--- src/rtl/vend_pkg.sv ---
// Shared vending types and constants: coin event encoding, coin values and
// helpers that turn per-line debounced rise flags into a coin event.
package vend_pkg;

  typedef enum logic [1:0] {
    COIN_NONE = 2'b00,
    COIN_5    = 2'b01,
    COIN_10   = 2'b10,
    COIN_25   = 2'b11
  } coin_code_t;

  localparam int unsigned COIN_5_VALUE   = 32'd5;
  localparam int unsigned COIN_10_VALUE  = 32'd10;
  localparam int unsigned COIN_25_VALUE  = 32'd25;
  localparam int unsigned NUM_COIN_LINES = 32'd3;

  // Number of lines rising on the same edge (0..3).
  function automatic logic [1:0] rise_count(input logic [2:0] rise);
    return {1'b0, rise[0]} + {1'b0, rise[1]} + {1'b0, rise[2]};
  endfunction

  // Event code for a single rising line; anything else is not a coin.
  function automatic coin_code_t rise_to_code(input logic [2:0] rise);
    case (rise)
      3'b001:  return COIN_5;
      3'b010:  return COIN_10;
      3'b100:  return COIN_25;
      default: return COIN_NONE;
    endcase
  endfunction

endpackage

--- src/rtl/vend_coin_debounce.sv ---
// One coin sensor line: 2-flop synchroniser followed by a counter-based
// debouncer; rise flags the edge on which the debounced level goes 0->1.
module vend_coin_debounce #(
  parameter int unsigned DEBOUNCE_CYCLES = 32'd16
) (
  input  logic clk,
  input  logic rst_n,
  input  logic raw,
  output logic db,
  output logic rise
);

  localparam int unsigned CNT_W = $clog2(DEBOUNCE_CYCLES);
  localparam logic [CNT_W-1:0] CNT_MAX = CNT_W'(DEBOUNCE_CYCLES - 32'd1);

  logic             s1_r;
  logic             s2_r;
  logic             db_r;
  logic [CNT_W-1:0] cnt_r;

  assign db   = db_r;
  assign rise = s2_r & ~db_r & (cnt_r == CNT_MAX);

  // Synchronise the raw line and let db follow only after a stable run.
  always_ff @(posedge clk or negedge rst_n) begin
    if (!rst_n) begin
      s1_r  <= 1'b0;
      s2_r  <= 1'b0;
      db_r  <= 1'b0;
      cnt_r <= {CNT_W{1'b0}};
    end else begin
      s1_r <= raw;
      s2_r <= s1_r;
      if (s2_r == db_r) begin
        cnt_r <= {CNT_W{1'b0}};
      end else if (cnt_r == CNT_MAX) begin
        db_r  <= s2_r;
        cnt_r <= {CNT_W{1'b0}};
      end else begin
        cnt_r <= cnt_r + CNT_W'(1);
      end
    end
  end

endmodule

--- src/rtl/vend_coin_acceptor.sv ---
// Coin acceptor front end: three debounced sensor lines feed a 2-entry event
// queue drained over valid/ready, with sticky jam and overflow flags.
module vend_coin_acceptor
  import vend_pkg::*;
#(
  parameter int unsigned DEBOUNCE_CYCLES = 32'd16
) (
  input  logic       clk,
  input  logic       rst_n,
  input  logic [2:0] coin_raw,
  output logic       coin_valid,
  output logic [1:0] coin_code,
  input  logic       coin_ready,
  input  logic       err_clr,
  output logic       jam,
  output logic       overflow
);

  logic [NUM_COIN_LINES-1:0] db_s;
  logic [NUM_COIN_LINES-1:0] rise_s;

  for (genvar g = 0; g < NUM_COIN_LINES; g++) begin : g_line
    vend_coin_debounce #(
      .DEBOUNCE_CYCLES(DEBOUNCE_CYCLES)
    ) u_debounce (
      .clk  (clk),
      .rst_n(rst_n),
      .raw  (coin_raw[g]),
      .db   (db_s[g]),
      .rise (rise_s[g])
    );
  end

  // Entries hold COIN_NONE when unoccupied so the head doubles as coin_code.
  coin_code_t e0_r, e1_r, e0_s, e1_s, push_code_s;
  logic [1:0] cnt_r, cnt_s, rise_n_s;
  logic       valid_r, jam_r, ovf_r, jam_s, ovf_s;
  logic       push_s, pop_s, drop_s;

  assign coin_valid = valid_r;
  assign coin_code  = e0_r;
  assign jam        = jam_r;
  assign overflow   = ovf_r;

  // Next queue occupancy/contents and error flags from this edge's rises.
  always_comb begin
    rise_n_s    = rise_count(rise_s);
    push_code_s = rise_to_code(rise_s);
    push_s      = (rise_n_s == 2'd1) & ~jam_r;
    pop_s       = valid_r & coin_ready;
    drop_s      = 1'b0;
    e0_s        = e0_r;
    e1_s        = e1_r;
    cnt_s       = cnt_r;
    case (cnt_r)
      2'd0: begin
        if (push_s) begin
          e0_s  = push_code_s;
          cnt_s = 2'd1;
        end else begin
          cnt_s = 2'd0;
        end
      end
      2'd1: begin
        if (pop_s && push_s) begin
          e0_s = push_code_s;
        end else if (pop_s) begin
          e0_s  = COIN_NONE;
          cnt_s = 2'd0;
        end else if (push_s) begin
          e1_s  = push_code_s;
          cnt_s = 2'd2;
        end else begin
          cnt_s = 2'd1;
        end
      end
      2'd2: begin
        if (pop_s && push_s) begin
          e0_s = e1_r;
          e1_s = push_code_s;
        end else if (pop_s) begin
          e0_s  = e1_r;
          e1_s  = COIN_NONE;
          cnt_s = 2'd1;
        end else if (push_s) begin
          drop_s = 1'b1;
        end else begin
          cnt_s = 2'd2;
        end
      end
      default: begin
        e0_s  = COIN_NONE;
        e1_s  = COIN_NONE;
        cnt_s = 2'd0;
      end
    endcase

    // A clear only releases jam once every line has settled low.
    if (jam_r) begin
      if (err_clr && (db_s == 3'b000)) begin
        jam_s = 1'b0;
      end else begin
        jam_s = 1'b1;
      end
    end else if (rise_n_s >= 2'd2) begin
      jam_s = 1'b1;
    end else begin
      jam_s = 1'b0;
    end

    if (err_clr) begin
      ovf_s = 1'b0;
    end else if (drop_s) begin
      ovf_s = 1'b1;
    end else begin
      ovf_s = ovf_r;
    end
  end

  // Queue and flag registers.
  always_ff @(posedge clk or negedge rst_n) begin
    if (!rst_n) begin
      e0_r    <= COIN_NONE;
      e1_r    <= COIN_NONE;
      cnt_r   <= 2'd0;
      valid_r <= 1'b0;
      jam_r   <= 1'b0;
      ovf_r   <= 1'b0;
    end else begin
      e0_r    <= e0_s;
      e1_r    <= e1_s;
      cnt_r   <= cnt_s;
      valid_r <= (cnt_s != 2'd0);
      jam_r   <= jam_s;
      ovf_r   <= ovf_s;
    end
  end

endmodule

--- config.mk ---
export PLATFORM = sky130hd
export DESIGN_NAME = vend_coin_acceptor
export DESIGN_NICKNAME = d
export VERILOG_FILES = /design/src/rtl/vend_pkg.sv /design/src/rtl/vend_coin_debounce.sv /design/src/rtl/vend_coin_acceptor.sv
export SDC_FILE = /design/constraint.sdc
export NUM_CORES = 1
export LEC_CHECK = 0
export BUFFER_PORTS_ARGS = -buffer_cell sky130_fd_sc_hd__buf_2
export CAP_MARGIN = 0
export CORE_AREA = 4 4 75 77
export CTS_BUF_LIST = sky130_fd_sc_hd__clkbuf_2
export DETAILED_ROUTE_END_ITERATION = 16
export DIE_AREA = 0 0 79 81
export HOLD_SLACK_MARGIN = 0.05
export PLACE_DENSITY = 0.47
export SLEW_MARGIN = 25
export SYNTH_ARGS = -nofsm -noshare
export SYNTH_HDL_FRONTEND = slang
export SYNTH_SLANG_ARGS = --single-unit
--- constraint.sdc ---
create_clock -name clk -period 3.48 [get_ports clk]
set_clock_uncertainty 0.15 [all_clocks]
set_input_delay 0.174 -clock clk [delete_from_list [all_inputs] [get_ports clk]]
set_output_delay 0.174 -clock clk [all_outputs]
set_load 0.02 [all_outputs]
==> results of run 1 <==
==> worst max path at each step <==
stage | start | end | slack [ns]
after floorplan | g_line[0].u_debounce.cnt_r[0]$_DFF_PN0_ | e1_r[0]$_DFFE_PN0P_ | 0.99
after global placement | g_line[0].u_debounce.cnt_r[0]$_DFF_PN0_ | coin_code[0]$_DFFE_PN0P_ | 0.86
after detailed placement | g_line[0].u_debounce.cnt_r[0]$_DFF_PN0_ | coin_valid$_DFF_PN0_ | 0.78
after CTS | g_line[0].u_debounce.cnt_r[0]$_DFF_PN0_ | coin_valid$_DFF_PN0_ | 0.74
after global routing | g_line[0].u_debounce.cnt_r[0]$_DFF_PN0_ | coin_valid$_DFF_PN0_ | 0.50
final | g_line[0].u_debounce.cnt_r[0]$_DFF_PN0_ | coin_valid$_DFF_PN0_ | 0.73
==> cells in the final DEF (no fill, tap or decap), types with 5 or more instances in the layout <==
master,count
o21ai_0,6
dfrtp_1,30
nand3_1,6
inv_1,11
nor2_1,10
ha_1,10
clkbuf_2,6
nand2_1,9
buf_2,11
dlygate4sd3_1,5
==> power breakdown <==
group / total [mW] / switching, mW / internal, mW
clock network: 0.163 / 0.114 / 0.0495
registers: 0.373 / 0.0112 / 0.362
logic: 0.0418 / 0.0219 / 0.0199
total: 0.578 / 0.147 / 0.431
==> metal layers <==
layer | track usage (%) | wire, µm | vias to the layer above | part of all wire [%]
met5 | 0 | 0 | - | 0
met4 | 4.296 | 33 | 0 | 1.3
met3 | 3.991 | 152 | 4 | 5.8
met2 | 14.73 | 1190 | 21 | 45
met1 | 11.60 | 1253 | 507 | 48
li1 | - | - | 529 | -
==> cell families after synthesis <==
family	share of synthesized area, %
buffers and inverters	3.866
muxes	1.375
DFF	51.55
adders and majority gates	9.966
AOI/OAI and AO/OA	14.35
xor gates and xnor gates	3.007
and+or+nand+nor	15.89
==> registers in the layout (all words and copies together) (netlist names), 2 cells and up <==
signal	count
coin_code	2
g_line.u_debounce.s2_r	3
g_line.u_debounce.s1_r	3
e1_r	2
g_line.u_debounce.cnt_r	12
cnt_r	2
g_line.u_debounce.db	3
==> final cells by class <==
cell class / count / area, µm²
fill: 528 / 3329
sequential: 30 / 750.7
multi-input combinational: 91 / 649.4
timing repair buffer: 17 / 112.6
tap: 70 / 87.58
inverter: 11 / 41.29
clock buffer: 6 / 30.03
clock inverter: 2 / 8.758
==> tightest hold or removal path, cell delays in order <==
cell	delay, ns
buf_2	0.11
nand4b_1	0.08
o21ai_0	0.08
nand4_1	0.12
o2bb2ai_1	0.07
==> what timing repair did <==
item,in CTS,in global routing
hold buffers,5,0
setup endpoints to repair,0,0
endpoints found under the hold margin,35,0
==> reports/qor.csv, run 1 <==
stage,metric,value,unit
logic_synthesis,avgSynthCellArea,10.87,µm²
timing,slew-limit-headroom,53.87,%
logic_synthesis,synth_area,0.001456,mm²
logic_synthesis,synth.area.top_cells,"dfrtp_1, ha_1, inv_1",
logic_synthesis,ys_async_sr_fraction,100.0,%
critical_path,cp.depth,9,
clock_tree,cts-buffers-inserted,5,
pwr,power.density,344.0,mW/mm²
pwr,power,0.5780,mW
critical_path,max_stage_delay,0.56,ns
critical_path,timing.setup.critical_path_class,flip-flop to flip-flop,
finish,syn_to_final_growth,15.38,%
timing,worst_slew_pin_slew,0.6919,ns
grt,antenna_found_initial,0,
logic_synthesis,yosys_warnings,0,
placed_design,dp_slack,0.7771,ns
logic_synthesis,synth_edf_count,0,
logic_synthesis,yosys-top-cells-count,"dfrtp_1, inv_1, ha_1, nor2_1, nand2_1",
finish,antenna_cells,0,
clock_tree,cts.clk_slew.worst_paths,0.16,ns
logic_synthesis,synth_top_area_share,51.55,%
critical_path,critical-path-slowest-cell,fa_1,
timing,rsz0062_at_grt,false,
finish,final_area,0.001680,mm²
logic_synthesis,yosysSeqAreaShare,51.55,%
critical_path,r2r-end,coin_valid$_DFF_PN0_,
critical_path,r2r_start,g_line[0].u_debounce.cnt_r[0]$_DFF_PN0_,
critical_path,path_max_fanout,11,
logic_synthesis,synth_top_cell_by_area,dfrtp_1,
timing,period_share,79.05,%
pwr,p_leak,0.7667,nW
job,cap_violations,0,
min_path,hold_class,input port to flip-flop,
min_path,min_to,e1_r[1]$_DFFE_PN0P_,
floorplan,start_util,29.07,%
floorplan,dieHeight,81,µm
outcome,status,"finished, final reports clean",
routing,drcViolationCount,0,
placed_design,place_area,0.001592,mm²
pwr,ir_drop,0.1902,mV
routing,avgRoutedWirePerCell,11.59,µm
timing,finalCriticalPeriod,2.751,ns
routing,detail_route.first_pass.iterations,4,
clock_tree,cts.sinks,30,
timing,hold_viol,0,
grt,grt_max_degree,31,
critical_path,r2r_cells,9,
timing,fin_tns_setup,0,ns
min_path,hold_depth,5,
critical_path,r2r_slack,0.73,ns
finish,fin_cells,227,
timing,slew_viol_final,0,
placed_design,post-dp-hpwl,1.901,mm
critical_path,crit_family,adder cells,
floorplan,die_w,79,µm
clock_tree,cts_buffer_depth,2,
logic_synthesis,ys_types,35,
placed_design,port_buffers,11,
logic_synthesis,syn_nets,152,
min_path,holdCritStartpoint,coin_ready,
critical_path,crit_chain,ha_1 -> nand4_1 -> inv_1 -> fa_1 -> nor3b_2 -> buf_4 -> mux2i_1 -> o32a_1 -> o221ai_1,
clock_tree,clock_latency,0.34,ns
grt,grt_pass1_vias,1088,
timing,layout_setup_ws,0.7290,ns
critical_path,required,3.54,ns
finish,fin_util,33.54,%
critical_path,cp-end-kind,flip-flop,
placed_design,gp_congestion,0.7932,
finish,drive_gt1_share,14.01,%
logic_synthesis,synth_most_common_cell,dfrtp_1,
grt,track_usage,9.528,%
logic_synthesis,synth_cells,134,
clock_tree,cts_max_level,2,
critical_path,worstPathArrival,2.81,ns
critical_path,crit_buf_inv,2,
timing,hold_ws,0.1775,ns
routing,antenna_left,0,
clock_tree,cts_resized,0,
routing,wirelength,2.630,mm
critical_path,start_kind,flip-flop,
routing,drt-initial-drc-count,56,
routing,vias_per_cell,4.674,
placed_design,dp_cells,214,
floorplan,ios,12,
logic_synthesis,ys_ff_latch,30,
clock_tree,cts_tree,built,
timing,setup_violations,0,
finish,nets,174,
logic_synthesis,synth_flop_cell,dfrtp_1,
grt,grt_first_pass_wirelength,4.788,mm
floorplan,die-area,0.006399,mm²
floorplan,rows,26,
clock_tree,root_buffer,clkbuf_2,
clock_tree,post_cts_buffers,0,
timing,fmax,363.5,MHz
grt,grt_overflow,0,
floorplan,coreArea,0.005010,mm²
routing,vias,1061,
Note: power is estimated with default switching activity, not from simulation.
==> run 2, diff against run 1 <==
ABC_AREA = 1   (was not set)
CORE_AREA = 4 4 77 79   (was 4 4 75 77)
DIE_AREA = 0 0 81 83   (was 0 0 79 81)
PLACE_DENSITY = 0.48   (was 0.47)
clock period = 2.4 ns   (was 3.48 ns; I/O delays follow)
==> run 2 against run 1 <==
  * Total power increased by 48%
  * Non-clock buffer count increased by 6
  * Hold slack got worse by 0.043 ns
==> reports/qor.csv, run 2 <==
stage,metric,value,unit
outcome,status,"finished, final reports clean",
timing,slew_viol_final,0,
floorplan,coreArea,0.005338,mm²
floorplan,ios,12,
timing,layout_setup_ws,0.09933,ns
critical_path,worstPathArrival,2.45,ns
critical_path,setup.worst_path.start,g_line[2].u_debounce.cnt_r[1]$_DFF_PN0_,
timing,finalCriticalPeriod,2.301,ns
clock_tree,cts_max_level,2,
pwr,power,0.8537,mW
grt,grt_max_degree,31,
pwr,ir_drop,0.2869,mV
routing,vias_per_cell,4.344,
floorplan,rows,27,
critical_path,path_max_fanout,7,
routing,antenna_left,0,
floorplan,die_w,81,µm
floorplan,die-area,0.006723,mm²
logic_synthesis,ys_ff_latch,30,
finish,largest_reg_flops,12,
logic_synthesis,synth_most_common_cell,nand2_1,
finish,layout_common_cells,"nand2_1, dfrtp_1, inv_1",
logic_synthesis,synth.area.top_cells,"dfrtp_1, nand2_1, ha_1",
logic_synthesis,synth_area,0.001543,mm²
routing,avgRoutedWirePerCell,10.31,µm
placed_design,dp_slack,0.1341,ns
clock_tree,cts.clk_slew.worst_paths,0.18,ns
floorplan,dieHeight,83,µm
routing,wirelength,2.783,mm
critical_path,cp-end-kind,flip-flop,
logic_synthesis,synth_flop_cell,dfrtp_1,
critical_path,required,2.55,ns
floorplan,start_util,28.90,%
critical_path,crit_chain,ha_2 -> nand2_2 -> nor2_4 -> nand2_4 -> inv_4 -> fa_2 -> nand2_4 -> nor2_4 -> o21ai_4 -> nor2_2 -> nand3_1 -> nand2_1,
grt,grt_overflow,0,
logic_synthesis,yosys-top-cells-count,"nand2_1, dfrtp_1, inv_1",
critical_path,r2r_cells,12,
routing,detail_route.first_pass.iterations,4,
critical_path,start_kind,flip-flop,
clock_tree,cts-buffers-inserted,5,
finish,regMostFlops,g_line.u_debounce.cnt_r,
routing,drt-initial-drc-count,42,
placed_design,gp_congestion,0.8009,
critical_path,r2r-end,e1_r[0]$_DFFE_PN0P_,
critical_path,r2r_start,g_line[2].u_debounce.cnt_r[1]$_DFF_PN0_,
clock_tree,clock_latency,0.37,ns
finish,drive_gt1_share,24.75,%
logic_synthesis,yosys_warnings,0,
logic_synthesis,synth_xor_area_share,0.5677,%
finish,layout_commonest_cell,nand2_1,
routing,vias,1173,
placed_design,post-dp-hpwl,1.979,mm
min_path,hold_class,input port to async pin,
logic_synthesis,ys_async_sr_fraction,100.0,%
timing,rsz0062_at_grt,true,
logic_synthesis,ys_types,25,
finish,antenna_cells,0,
routing,drcViolationCount,0,
logic_synthesis,yosysSeqAreaShare,48.66,%
grt,grt_first_pass_wirelength,4.981,mm
critical_path,max_stage_delay,0.59,ns
finish,fillCellCount,587,
timing,period_share,95.86,%
critical_path,timing.setup.critical_path_class,flip-flop to flip-flop,
logic_synthesis,synth_edf_count,0,
timing,setup_violations,0,
pwr,power.density,462.3,mW/mm²
logic_synthesis,muxShareOfSynthArea,0,%
job,cap_violations,0,
grt,antenna_found_initial,0,
logic_synthesis,synth_top_area_share,48.66,%
logic_synthesis,avgSynthCellArea,9.183,µm²
critical_path,r2r_slack,0.1,ns
timing,hold_viol,0,
finish,nets,215,
timing,fmax,434.7,MHz
grt,grt_pass1_vias,1158,
logic_synthesis,synth-compound-area-share,8.921,%
timing,worst_slew_pin_slew,0.6716,ns
logic_synthesis,yosys.area_share.simple,25.30,%
clock_tree,cts_buffer_depth,2,
critical_path,critical-path-slowest-cell,fa_2,
placed_design,port_buffers,11,
clock_tree,cts.sinks,30,
clock_tree,cts_tree,built,
logic_synthesis,synth_cells,168,
grt,track_usage,9.442,%
logic_synthesis,synth_top_cell_by_area,dfrtp_1,
clock_tree,root_buffer,clkbuf_2,
logic_synthesis,synth_fa_ha_area_share,9.408,%
logic_synthesis,syn_nets,186,
finish,syn_to_final_growth,19.71,%
logic_synthesis,synth_top_family_by_area,simple AND/OR/NAND/NOR gates,
timing,slew-limit-headroom,55.23,%
pwr,p_leak,0.9379,nW
run 2: cell types whose count changed after synthesis, moves of 3 or more:
cell,before,now
nand2_1,9,34
nand2_2,1,4
nor2_1,10,14
a21oi_1,4,7
a31oi_1,4,0
xnor2_1,3,0
nor3b_1,3,0
nand3_1,6,9
o21ai_2,0,3
nor2b_1,3,0
inv_1,11,22
inv_2,0,3
nor2_4,0,6
run 2: layer usage:
metal	global-route usage, %	share of wire, %
met2	13.74	44
met3	3.037	5.5
met1	12.66	49
met5	0	0
met4	4.147	1.3
run 2: area by class of cell:
type	instances	area, µm²	share of cell area (%)
multi-input cells	111	706.9	38.28
inverters	26	100.1	5.420
well taps	72	90.09	4.878
repair buffers	23	157.7	8.537
clock inverters	3	16.27	0.8808
flip-flops and latches	30	750.7	40.65
clock buffers	5	25.02	1.355
run 2: worst max-delay path, delay by kind of cell, from the launching register on:
kind                       cells  cell delay [ns]
and+or+nand+nor                8             0.75
adders and majority gates      2             0.79
buffers and inverters          1             0.04
DFF                            1             0.43
AOI/OAI and AO/OA              1             0.07
run 2: report_power, final:
group          switching (mW)  internal (mW)  total (mW)
clock                   0.184         0.0665       0.250
combinational          0.0363         0.0289      0.0652
sequential             0.0142          0.524       0.538
run 2: kinds of logic after synthesis:
group / after synthesis
simple gates: 76
flops: 30
compound gates: 23
buf+inv: 27
xor+xnor: 1
fa+ha+maj: 11
run 2: how the worst max path moves through the flow:
| stage | cells past startpoint | endpoint | slack (ns) |
|---|---|---|---|
| final | 12 | e1_r[0]$_DFFE_PN0P_ | 0.1 |
| after global routing | 12 | e1_r[1]$_DFFE_PN0P_ | -0.06 |
| after global placement | 13 | e1_r[0]$_DFFE_PN0P_ | 0.17 |
| after floorplan | 14 | coin_valid$_DFF_PN0_ | 0.24 |
| after detailed placement | 13 | e1_r[0]$_DFFE_PN0P_ | 0.13 |
| after CTS | 13 | e1_r[0]$_DFFE_PN0P_ | 0.07 |
run 2: timing repair:
action                                  4_1_cts  5_1_grt
endpoints found under the setup margin        0        6
hold endpoints to repair                     35        0
hold buffers                                  5        0
setup buffers                                 0        7
gates resized for setup                       0        6
run 2: through the flow:
step	hold slack (ns)	std cells	util, %	area [µm²]	TNS (ns)
after CTS	0.1306	263	33.12	1768	0
after global placement	0.05881	250	31.41	1677	0
final	0.1347	270	34.60	1847	0
after detailed placement	0.05515	250	31.41	1677	0
after global routing	0.1430	270	34.60	1847	-0.1039
after floorplan	-0.3256	168	-	1543	0
